**config.mk**
```make
export PLATFORM = sky130hd
export DESIGN_NAME = control_seq
export DESIGN_NICKNAME = d
export VERILOG_FILES = /design/src/rtl/control_pkg.sv /design/src/rtl/control_seq_cond_select.sv /design/src/rtl/control_seq.sv
export SDC_FILE = /design/constraint.sdc
export NUM_CORES = 1
export LEC_CHECK = 0
export CAP_MARGIN = 0
export CORE_MARGIN = 2
export CORE_UTILIZATION = 29
export DETAILED_ROUTE_END_ITERATION = 10
export PLACE_DENSITY = 0.75
export SLEW_MARGIN = 20
export SYNTH_ARGS = -nofsm -noshare
export SYNTH_HDL_FRONTEND = slang
export SYNTH_SLANG_ARGS = --single-unit
```
**constraint.sdc**
```tcl
create_clock -name clk -period 3.2 [get_ports clk]
set_input_delay 0.48 -clock clk [delete_from_list [all_inputs] [get_ports clk]]
set_output_delay 0.48 -clock clk [all_outputs]
set_load 0.02 [all_outputs]
```
**src/rtl/control_pkg.sv**
```systemverilog
// rtl/control_pkg.sv - shared encodings and IR field helpers for the control sequencer
package control_pkg;

    // Instruction sequencing states
    typedef enum logic [1:0] {
        ST_FETCH = 2'd0,
        ST_EXEC  = 2'd1,
        ST_HALT  = 2'd2
    } state_t;

    // Bus source codes
    localparam int SRC_ZERO = 0;
    localparam int SRC_IMM  = 1;
    localparam int SRC_A    = 2;
    localparam int SRC_B    = 3;
    localparam int SRC_X    = 4;
    localparam int SRC_RAM  = 5;
    localparam int SRC_ALU  = 6;

    // Load destination codes; 0 and 1 have no register behind them
    localparam int DST_FIRST = 2;
    localparam int DST_A     = 2;
    localparam int DST_B     = 3;
    localparam int DST_X     = 4;
    localparam int DST_RAM   = 5;
    localparam int DST_Q     = 6;
    localparam int DST_PC    = 7;

    // Jump condition codes, formed as {b7, b3}
    localparam int COND_ALWAYS = 0;
    localparam int COND_ZERO   = 1;
    localparam int COND_CARRY  = 2;
    localparam int COND_SHIFT  = 3;

    // IR layout is {b7, dest[DSEL-1:0], b3, src[SSEL-1:0]}
    function automatic int ir_b3_pos(input int ssel);
        return ssel;
    endfunction

    function automatic int ir_dst_lsb(input int ssel);
        return ssel + 1;
    endfunction

    function automatic int ir_b7_pos(input int dsel, input int ssel);
        return dsel + ssel + 1;
    endfunction

endpackage

```
**src/rtl/control_seq_cond_select.sv**
```systemverilog
// rtl/control_seq_cond_select.sv - jump condition mux with always-true slot 0
module cond_select
    import control_pkg::*;
(
    input  logic [3:0] i_flags,
    input  logic [1:0] i_cond,
    output logic       o_take_jump
);

    // flags[0] has no meaning: slot 0 is the unconditional jump
    logic w_unused_flag0;
    assign w_unused_flag0 = i_flags[0];

    // Select the addressed flag, or force taken for the unconditional code
    always_comb begin
        o_take_jump = 1'b0;
        if (i_cond == 2'(COND_ALWAYS)) begin
            o_take_jump = 1'b1;
        end else begin
            o_take_jump = i_flags[i_cond];
        end
    end

endmodule

```
**src/rtl/control_seq.sv**
```systemverilog
// rtl/control_seq.sv - clocked FETCH/EXEC/HALT control sequencer with load strobes
module control_seq
    import control_pkg::*;
#(
    parameter int DSEL = 3,
    parameter int SSEL = 3
) (
    input  logic                  clk,
    input  logic                  reset,
    input  logic [2+DSEL+SSEL-1:0] ir_in,
    input  logic [3:0]            flags,
    input  logic                  mem_ready,
    output logic                  ir_load,
    output logic                  pc_inc,
    output logic                  pc_load,
    output logic [2**DSEL-1:0]    load_en,
    output logic [2**SSEL-1:0]    src_oe,
    output logic                  mem_req,
    output logic                  alu_sub,
    output logic                  alu_cin,
    output logic                  halted
);

    localparam int IRW  = 2 + DSEL + SSEL;
    localparam int NDST = 2 ** DSEL;
    localparam int NSRC = 2 ** SSEL;

    state_t            r_state;
    state_t            w_next;
    logic [IRW-1:0]    r_ir;

    logic [SSEL-1:0]   w_src;
    logic [DSEL-1:0]   w_dst;
    logic              w_b3;
    logic              w_b7;
    logic              w_take;
    logic              w_is_ram;
    logic              w_is_jump;
    logic              w_is_imm;
    logic              w_is_halt;
    logic              w_strobe;
    logic [NDST-1:0]   w_dst_oh;
    logic [NSRC-1:0]   w_src_oh;

    assign w_src     = r_ir[SSEL-1:0];
    assign w_b3      = r_ir[ir_b3_pos(SSEL)];
    assign w_dst     = r_ir[ir_dst_lsb(SSEL) +: DSEL];
    assign w_b7      = r_ir[ir_b7_pos(DSEL, SSEL)];

    assign w_is_ram  = (w_src == SSEL'(SRC_RAM)) || (w_dst == DSEL'(DST_RAM));
    assign w_is_jump = (w_dst == DSEL'(DST_PC));
    assign w_is_imm  = (w_src == SSEL'(SRC_IMM));
    assign w_is_halt = (r_ir == '0);
    // RAM instructions hold until the access completes; everything else strobes at once
    assign w_strobe  = !w_is_ram || mem_ready;

    cond_select u_cond_select (
        .i_flags     (flags),
        .i_cond      ({w_b7, w_b3}),
        .o_take_jump (w_take)
    );

    // One-hot decode of dest (codes 0/1 never decoded) and src fields
    always_comb begin
        w_dst_oh = '0;
        w_src_oh = '0;
        for (int i = DST_FIRST; i < NDST; i++) begin
            w_dst_oh[i] = (w_dst == DSEL'(i));
        end
        for (int j = 0; j < NSRC; j++) begin
            w_src_oh[j] = (w_src == SSEL'(j));
        end
    end

    // State and instruction register; IR captured at the end of FETCH
    always_ff @(posedge clk) begin
        if (reset) begin
            r_state <= ST_FETCH;
            r_ir    <= '0;
        end else begin
            r_state <= w_next;
            if (r_state == ST_FETCH) begin
                r_ir <= ir_in;
            end
        end
    end

    // Next state and strobes; reset forces every output low
    always_comb begin
        w_next  = r_state;
        ir_load = 1'b0;
        pc_inc  = 1'b0;
        pc_load = 1'b0;
        load_en = '0;
        src_oe  = '0;
        mem_req = 1'b0;
        alu_sub = 1'b0;
        alu_cin = 1'b0;
        halted  = 1'b0;
        if (!reset) begin
            case (r_state)
                ST_FETCH: begin
                    ir_load = 1'b1;
                    pc_inc  = 1'b1;
                    w_next  = ST_EXEC;
                end
                ST_EXEC: begin
                    src_oe  = w_src_oh;
                    alu_sub = w_b3;
                    alu_cin = w_b7;
                    mem_req = w_is_ram;
                    if (w_is_halt) begin
                        w_next = ST_HALT;
                    end else if (w_strobe) begin
                        w_next  = ST_FETCH;
                        // a taken jump replaces the immediate-consuming increment
                        pc_load = w_is_jump && w_take;
                        pc_inc  = w_is_imm && !(w_is_jump && w_take);
                        if (!w_is_jump || w_take) begin
                            load_en = w_dst_oh;
                        end
                    end
                end
                ST_HALT: begin
                    halted = 1'b1;
                end
                default: begin
                    w_next = ST_FETCH;
                end
            endcase
        end
    end

endmodule

```
* After elaboration in Yosys (flattened, before gate mapping)
Index checks and enable logic that the tools add are counted.
W data, S select, Z words.
** Storage, ports and cells
- Flip-flop bits (word level) :: 10
- Output and inout bits :: 23
- Logic and storage cells :: 64
- Input port bits :: 15
** Operators by class
- Eq/ne operators :: 16
- Bitwise operators :: 1
- Reductions and logical operators :: 13
- Order comparisons :: 1
- Mux-type cells :: 31
** Operator list (number)
- $mux W8 :: 7
- $eq A3 B3 Y1 const B :: 8
- $mux W1 :: 19
- $eq A3 B2 Y1 const B :: 4
- $logic_not A8 Y1 :: 1
- $pmux W2 S3 :: 1
- $logic_not A2 Y1 :: 2
- $mux W2 :: 2
- $eq A3 B1 Y1 const B :: 1
- $logic_not A1 Y1 :: 3
- $logic_not A3 Y1 :: 1
- $logic_or A1 B1 Y1 :: 3
- $lt A2 B3 Y1 const B :: 1
- $ne A3 B3 Y1 const B :: 1
- $bmux W1 S2 :: 1
- $eq A2 B1 Y1 const B :: 1
- $eq A2 B2 Y1 const B :: 1
- $logic_and A1 B1 Y1 :: 2
- $pmux W1 S2 :: 1
- $reduce_and A2 Y1 :: 1
- $not A1 Y1 :: 1

* Longest topological paths before layout
Gate-level depths: netlist of the first run.
- Depth in word-level cells :: 10
- Gate-level depth with buffers :: 4

* Cells and area by module
Synthesis of the first run repeated with hierarchy kept, for this count alone.
** Second synthesis, totals
- Cell total of the unflattened synthesis :: 89
- Area total of the unflattened synthesis :: 660.6 um^2
** By module, submodules not included
- control_seq :: area each 633.1 um^2, cells an instance 86, instances 1
- cond_select :: area each 27.5 um^2, cells an instance 3, instances 1

* Least setup slack after synthesis of the first run
No wires, ideal clock.
- Kind :: in2out
- From :: in reset
- To :: out load_en[5]
- Required time :: 2.720 ns
- Path slack :: 1.253 ns
- Stages on the path :: 3
- Arrival time :: 1.467 ns
- Path buffers :: 1
- Cells stage by stage :: or3b_1 > buf_6 > nor3_1
** On the way
- Cells in the longest elaborated chain, start to end :: 1
** RTL lines
- from (decl) :: RTL line control_seq.sv:9 : input logic reset,
- $mux W8 :: RTL line control_seq.sv:100 : if (!reset) begin
- to (decl) :: RTL line control_seq.sv:16 : output logic [2**DSEL-1:0] load_en,
Every way passes these cells.

* Final worst setup path of the first run
Ends and elaborated chain as after synthesis.

==> results of run 1 <==
## worst register-to-register path, stage by stage (launching register included)
cell     delay (ns)
dfxtp_1        0.39
or3b_1         0.49
nor4_4         0.19
a31o_1         0.16
## Yosys cell counts
master,number,share of area [%]
clkbuf_1,2,1.1
nor3_1,7,5.1
buf_4,2,2.2
nor2b_1,1,0.91
a311oi_1,1,1.3
nor3b_1,4,4.4
a211oi_1,1,1.1
mux2i_1,1,1.5
o22ai_1,1,0.91
nor2_1,7,3.8
or3b_1,1,1.3
inv_1,1,0.54
nand3b_1,2,2.2
clkbuf_8,1,2.0
nand2b_1,2,1.8
conb_1,1,0.54
a21oi_1,9,6.5
and4b_1,1,1.5
clkbuf_2,1,0.73
dfxtp_1,10,29
nand2_1,20,11
nand3_1,2,1.5
nand4bb_1,2,3.3
buf_12,1,2.9
nor3b_2,1,1.8
buf_6,1,1.6
or2_2,1,0.91
and2_1,5,4.5
nor4_4,1,3.1
a31o_1,1,1.3
## metrics by stage
step | utilization [%] | setup slack, ns | cells
final | 46.6 | 0.423 | 151
after global routing | 46.6 | 0.187 | 151
after CTS | 46.6 | 0.421 | 151
after detailed placement | 44.9 | 0.420 | 147
after global placement | 44.9 | 0.428 | 147
after floorplan | - | 1.25 | 92
## layout make-up
| type | instances | area [sq um] | share of cell area (%) |
|---|---|---|---|
| multi-input cells | 73 | 417 | 40.1 |
| well taps | 28 | 35.0 | 3.37 |
| clock buffers | 4 | 36.3 | 3.49 |
| repair buffers | 35 | 348 | 33.5 |
| inverters | 1 | 3.75 | 0.361 |
| flip-flops and latches | 10 | 200 | 19.3 |
## path summary, 6_finish.rpt
path | from | end | slack [ns]
worst max-delay path | reset | load_en[5] | 0.42
worst min-delay path | r_ir[3] | r_ir[3] | 0.50
worst max register to register | r_state[0] | r_state[1] | 1.90
worst min register to register | r_ir[3] | r_ir[3] | 0.50
## logic make-up (layout without fill, tap and decap cells)
| kind of cell | Yosys count | after routing |
|---|---|---|
| other | 1 | 2 |
| AND/OR/NAND/NOR | 57 | 57 |
| flip-flops | 10 | 10 |
| buffers and inverters | 9 | 40 |
| AO/OA/AOI/OAI | 13 | 13 |
| multiplexers | 1 | 1 |
## flip-flops by register name (all words and copies together), names as in the netlist
signal,count
r_ir,8
r_state,2
## power by group through the flow
stage | Clock (mW) | Combinational (mW) | Sequential (mW)
floorplan | 0 | 0.0765 | 0.151
global placement | 0 | 0.0974 | 0.160
detailed placement | 0 | 0.0983 | 0.162
CTS | 0.117 | 0.0994 | 0.159
global route | 0.122 | 0.107 | 0.162
finish | 0.114 | 0.0983 | 0.159
## per-layer routing
metal / wire (um) / part of all wire, % / GRT usage (%)
met5: 0 / 0 / 0
met4: 42 / 2.4 / 7.69
met3: 70 / 4.0 / 1.71
met2: 872 / 50 / 21.7
met1: 749 / 43 / 17.6
==> results.md, run 1 <==
- Status: finished clean
- Clock Path Buffers: 2
- Worst Max-Slew Pin Slew: ~0.52 ns
- PortBufs: 34
- Most common cell on crit path: clkdlybuf4s50_1
- Net Sw Power: around 0.12 mW
- Dpl cell area: roughly 1000 sq um
- Vias: around 700
- CP Capture Type: primary output
- ANT nets after route: 0
- Flops & latches, synth: 10
- WHS: around 0.50 ns
- MaxCap Viol Count: 0
- Min-Delay Path Class: reg -> reg
- Largest net degree at the start of global routing: 14
- Max Freq: between 0.3 and 0.4 GHz
- Startpoint class of the critical path: input pin
- Layout area overhead: 50.8%
- # clock sinks: 10
- Post-synthesis mux area share: 1.45%
- Largest family of logic cells by synthesized area: simple AND/OR/NAND/NOR gates
- Synthesized instance count: slightly above 90
- CTS buffer count: 3
- YS warnings: 0
- Initial antenna violation count: 0
- Routed len/inst: around 11 um
- CP Buf/Inv Count: 2
- Number of cells on the critical path: 4
- Syn_area_per_cell: between 7 and 8 sq um
- Required time of the critical path: 2.72 ns
- First drt pass iteration count: 4
- Later-pin clock latency in the skew report: ~0.27 ns
- Initial Utilization: between 30% and 40%
- Die width: roughly 53 um
- Library cells used by synthesis: 30
- Final setup fails: 0
- Cell family with most CP delay: buffers and inverters
- Max FO, Critical Path: 6
- RSZ-0062 raised after global routing: no
- Dpl hpwl: ~1300 um
- Die footprint: ~2800 sq um
- # H-tree levels: 1
- First-pass GRT wire length: ~2800 um
- WHS Path Cells: 2
- Row Count: 17
- Reg2Reg Depth: 3
- Synth Area in Simple Gates: between 40% and 50%
- First DRT Iteration DRCs: 8
- Final worst path period share: between 80% and 90%
- Internal: 0.256 mW
- Register area share after synthesis: a little under 30%
- Core area: about 2200 sq um
- # IOs: 38
- Post-Synth Adder-Cell Area: 0%
- Crit path largest cell delay: 0.63 ns
- # nets final: ~140
- Switching Fraction: 31.2%
- WL final: about 1700 um
- Tmin final: 2.78 ns
- Chip height: between 50 and 60 um
- Gpl congestion: about 0.77
- Post-Syn Area: approximately 700 sq um
- Via density: around 4.7
- Post-route DRC: 0
- Worst slew margin: about two thirds
- Pwr per Cell Area: between 300 and 400 nW/um^2
- Crit path DAT: 2.30 ns
- Clock network power share: a little under a third
- Layout cell share with drive strength beyond 1: about 6.5%
- Overall Power: approximately 0.37 mW
- Synth Area in XOR/XNOR: 0%
- CTS resizes: 0
- Leak Pwr: approximately 0.36 nW
- Post-CTS setup buffer count: 0
- Fillers: between 200 and 250
- CTS root buf: clkbuf_4
- Reg clk slew, reported paths: 0.07 ns
- Most common cell after layout, fill and taps aside: clkdlybuf4s50_1
- Vias in the first global route: 638
- Hold Fails Final Rpt: 0
- Most frequent cells in the layout: 34 x clkdlybuf4s50_1, 20 x nand2_1, 10 x dfxtp_1
- Grt total ovfl: 0
- Crit-path cells: clkdlybuf4s50_1, or3b_1, nor3_1, clkdlybuf4s50_1
- TNS Setup: 0 ns
- Critical Path Slowest Stage Cell: clkdlybuf4s50_1
- Final instance area: roughly 1000 sq um
- Logic pwr share: between 20% and 30%
- Synth Area in Compound Gates: roughly 11%
- TritonCTS clock tree: built
- Register share of total power: 42.8%
- Tot GR Track Use: a little over an eighth
- Diodes inserted: 0
- Fin. max-slew vios: 0
- Worst VDD drop: ~0.00019 V
- WS Path Type: in -> out
- Hold Buf Count CTS: 0
- Fin Clk Skew: between 0.006 and 0.007 ns
(Power assumes the default switching activity.)
==> inputs of run 2 (changes only) <==
- CELL_PAD_IN_SITES_DETAIL_PLACEMENT: default -> 1
- CELL_PAD_IN_SITES_GLOBAL_PLACEMENT: default -> 1
- CORE_UTILIZATION: 29 -> 27
- PLACE_DENSITY: 0.75 -> 0.94
==> results.md, run 2 (synthesized netlist as in run 1, its figures left out) <==
- Post-CTS setup buffer count: 0
- Max FFs per register: 8
- Later-pin clock latency in the skew report: 0.26 ns
- WS Path Type: in -> out
- MaxCap Viol Count: 0
- Overall Power: 0.370 mW
- Dpl hpwl: roughly 1500 um
- Tot GR Track Use: 14.4%
- Tmin final: roughly 2.8 ns
- TritonCTS clock tree: built
- Diodes inserted: 0
- # H-tree levels: 1
- Required time of the critical path: roughly 2.7 ns
- CP Capture Type: primary output
- # clock sinks: 10
- First DRT Iteration DRCs: 4
- ANT nets after route: 0
- Largest registers: r_ir (8), r_state (2)
- Status: finished clean
- Initial Utilization: around 28%
- RSZ-0062 raised after global routing: no
- CTS buffer count: 3
- Grt total ovfl: 0
- Die width: roughly 55 um
- TNS Setup: 0 ns
- Layout cell share with drive strength beyond 1: 6.50%
- CTS resizes: 0
- Final worst path period share: between 80% and 90%
- Pwr per Cell Area: approximately 350 nW/um^2
- CTS root buf: clkbuf_4
- Core area: about 2500 sq um
- Leak Pwr: 0.360 nW
- Vias in the first global route: about 700
- Initial antenna violation count: 0
- Worst Max-Slew Pin Slew: 0.510 ns
- Crit path DAT: 2.32 ns
- Final Util: 42.5%
- # IOs: 38
- Die footprint: around 3000 sq um
- Max Freq: approximately 0.36 GHz
- Post-route DRC: 0
- Startpoint class of the critical path: input pin
- Vias: 749
- # nets final: 139
- Worst slew margin: around two thirds
- Max FO, Critical Path: 5
- Chip height: 54.5 um
- Register with the most flip-flops: r_ir
- Fin. max-slew vios: 0
- Layout area overhead: 51.2%
- Worst VDD drop: around 0.00023 V
- Fin Clk Skew: 0.00159 ns
- Final setup fails: 0
- Most frequent cells in the layout: 34 x clkdlybuf4s50_1, 20 x nand2_1, 10 x dfxtp_1
- Gpl congestion: ~0.74
- PortBufs: 34
- First drt pass iteration count: 2
- Most common cell after layout, fill and taps aside: clkdlybuf4s50_1
- Largest net degree at the start of global routing: 14
- Min-Delay Path Class: reg -> reg
- WL final: around 1900 um
- Routed len/inst: 12.7 um
- Reg clk slew, reported paths: approximately 0.070 ns
- Clock Path Buffers: 2
- Row Count: 18
- First-pass GRT wire length: between 3000 and 4000 um
- Hold Fails Final Rpt: 0
- Via density: roughly 4.9
- Hold Buf Count CTS: 0
## run 2: cell counts in the layout (fill, tap and decap cells not counted)
Identical to the previous run, type by type.
## run 2: final timing paths
kind                            slack [ns]  startpoint  cells past startpoint         end
worst min register to register        0.54     r_ir[7]                      2     r_ir[7]
worst max register to register        1.88  r_state[0]                      3  r_state[1]
worst min-delay path                  0.54     r_ir[7]                      2     r_ir[7]
worst max-delay path                  0.40       reset                      5  load_en[2]
## run 2: area by class of cell
cell class,count,area [sq um]
inverter,1,3.75
tap,30,37.5
sequential,10,200
fill,305,1410
multi-input combinational,73,417
timing repair buffer,35,348
clock buffer,4,36.3
## run 2: critical path, cell delays in order
cell and delay [ns]:
clkdlybuf4s50_1 0.47, nor3b_2 0.34, nand3b_1 0.18, nor3b_1 0.22
clkdlybuf4s50_1 0.64
## run 2: power breakdown
part	switching, mW	internal [mW]	total (mW)
Sequential	0.0234	0.136	0.160
Combinational	0.0495	0.0502	0.0997
Clock	0.0412	0.0690	0.110
## run 2: routing by layer
metal | track usage, % | part of all wire (%) | wire [um]
met3 | 2.46 | 3.4 | 65
met2 | 23.9 | 53 | 1030
met4 | 6.25 | 0.41 | 8
met1 | 18.3 | 43 | 829
met5 | 0 | 0 | 0
## run 2: stage by stage
step	instances	worst slack [ns]	hold slack [ns]	cell area, sq um
global route	153	0.231	0.579	1040
CTS	153	0.393	0.545	1040
global placement	149	0.427	0.499	1010
finish	153	0.397	0.543	1040
detailed placement	149	0.398	0.537	1010
floorplan	92	1.25	0.472	693
==> inputs of run 3 (changes only) <==
- PLACE_DENSITY: 0.94 -> default
- PLACE_DENSITY_LB_ADDON: default -> 0.1
==> results.md, run 3 (synthesized netlist as in run 1, its figures left out) <==
- Status: finished clean
- Most frequent cells in the layout: 34 x clkdlybuf4s50_1, 20 x nand2_1, 10 x dfxtp_1
- CP Capture Type: primary output
- Pwr per Cell Area: ~350 nW/um^2
- Dpl hpwl: about 1500 um
- Row Count: 18
- Most common cell after layout, fill and taps aside: clkdlybuf4s50_1
- # clock sinks: 10
- Min-Delay Path Class: reg -> reg
- Vias in the first global route: 700
- Clock Path Buffers: 2
- Hold Fails Final Rpt: 0
- Via density: approximately 4.6
- First DRT Iteration DRCs: 3
- Worst slew margin: 63.8%
- Critical Path Slowest Stage Cell: clkdlybuf4s50_1
- Gpl congestion: between 0.7 and 0.8
- CTS buffer count: 3
- Register share of total power: 42.7%
- Initial Utilization: 28.1%
- Overall Power: about 0.37 mW
- Core area: between 2000 and 2500 sq um
- Final setup fails: 0
- CP Buf/Inv Count: 2
- Fin Clk Skew: between 0.007 and 0.008 ns
- Leak Pwr: about 0.36 nW
- Die footprint: 2970 sq um
- Largest net degree at the start of global routing: 11
- WL final: approximately 1900 um
- Post-CTS setup buffer count: 0
- CTS resizes: 0
- Crit path largest cell delay: 0.63 ns
- Fillers: about 320
- Die width: 54.5 um
- First-pass GRT wire length: roughly 3100 um
- TNS Setup: 0 ns
- Startpoint class of the critical path: input pin
- Internal: 0.257 mW
- Area of the multi-input gates: between 400 and 500 sq um
- Logic pwr share: between 20 and 30%
- Routed len/inst: approximately 12 um
- Register with the most flip-flops: r_ir
- TritonCTS clock tree: built
- Clock network power share: between 30% and 40%
- Initial antenna violation count: 0
- Worst VDD drop: roughly 0.00031 V
- Fin. max-slew vios: 0
- Net Sw Power: 0.116 mW
- Crit-path cells: clkdlybuf4s50_1, nor3b_2, nand3b_1, nor3b_1, clkdlybuf4s50_1
- Worst Max-Slew Pin Slew: about 0.54 ns
- Hold Buf Count CTS: 0
- Largest registers: r_ir (8), r_state (2)
- Max FO, Critical Path: 5
- Required time of the critical path: between 2 and 3 ns
- ANT nets after route: 0
- Tmin final: 2.85 ns
- Tot GR Track Use: 14.9%
- CTS root buf: clkbuf_4
- Final worst path period share: between 80% and 90%
- Cell family with most CP delay: buffers and inverters
- # H-tree levels: 1
- RSZ-0062 raised after global routing: no
- PortBufs: 34
- WS Path Type: in -> out
- Crit path DAT: 2.37 ns
- Chip height: 54.5 um
- Switching Fraction: between 30% and 40%
- Layout cell share with drive strength beyond 1: about 7.3%
- Post-route DRC: 0
- Most common cell on crit path: clkdlybuf4s50_1
- # IOs: 38
- Reg clk slew, reported paths: 0.06 ns
- Vias: between 700 and 800
- # nets final: 140
- Max Freq: ~0.35 GHz
- Layout area overhead: 52.3%
- Grt total ovfl: 0
- Max FFs per register: 8
- First drt pass iteration count: 4
- Diodes inserted: 0
- Reg area: 200 sq um
- Later-pin clock latency in the skew report: around 0.27 ns
- MaxCap Viol Count: 0
run 3: area by class of cell:
type | instances | area share (%)
flip-flops and latches | 10 | 19.1
inverters | 1 | 0.358
repair buffers | 36 | 33.8
clock buffers | 4 | 3.46
well taps | 30 | 3.58
multi-input cells | 73 | 39.7
run 3: path summary, 6_finish.rpt:
kind,startpoint,endpoint,slack [ns],cells past startpoint
max,reset,load_en[2],0.35,5
min,r_ir[3],r_ir[3],0.51,2
max reg2reg,r_state[0],r_state[1],1.86,3
min reg2reg,r_ir[3],r_ir[3],0.51,2
run 3: stage by stage:
stage	instance area, sq um	setup WS (ns)	hold WS [ns]	cells	util [%]
finish	1050	0.350	0.508	154	42.8
global route	1050	0.220	0.536	154	42.8
floorplan	693	1.25	0.472	92	-
detailed placement	1010	0.319	0.503	150	41.3
CTS	1050	0.316	0.513	154	42.8
global placement	1010	0.354	0.498	150	41.3
run 3: tightest hold or removal path, stage by stage (launching register included):
cell     delay [ns]
dfxtp_1        0.34
nand2_1        0.07
a21oi_1        0.05
run 3: layer usage:
layer  global-route usage (%)  vias to the layer above  wire (um)
met5                        0                        -          0
met4                     7.50                        0         31
met3                     4.37                        2        120
met2                     21.7                       23        850
met1                     19.8                      314        902
li1                         -                      377          -
run 3: power by group through the flow:
| stage | sequential, mW | clock, mW | combinational, mW |
|---|---|---|---|
| 6_report | 0.159 | 0.114 | 0.0999 |
| 3_3_place_gp | 0.162 | 0 | 0.100 |
| 4_1_cts | 0.159 | 0.119 | 0.102 |
| 2_1_floorplan | 0.151 | 0 | 0.0765 |
| 3_5_place_dp | 0.162 | 0 | 0.102 |
| 5_1_grt | 0.163 | 0.126 | 0.110 |
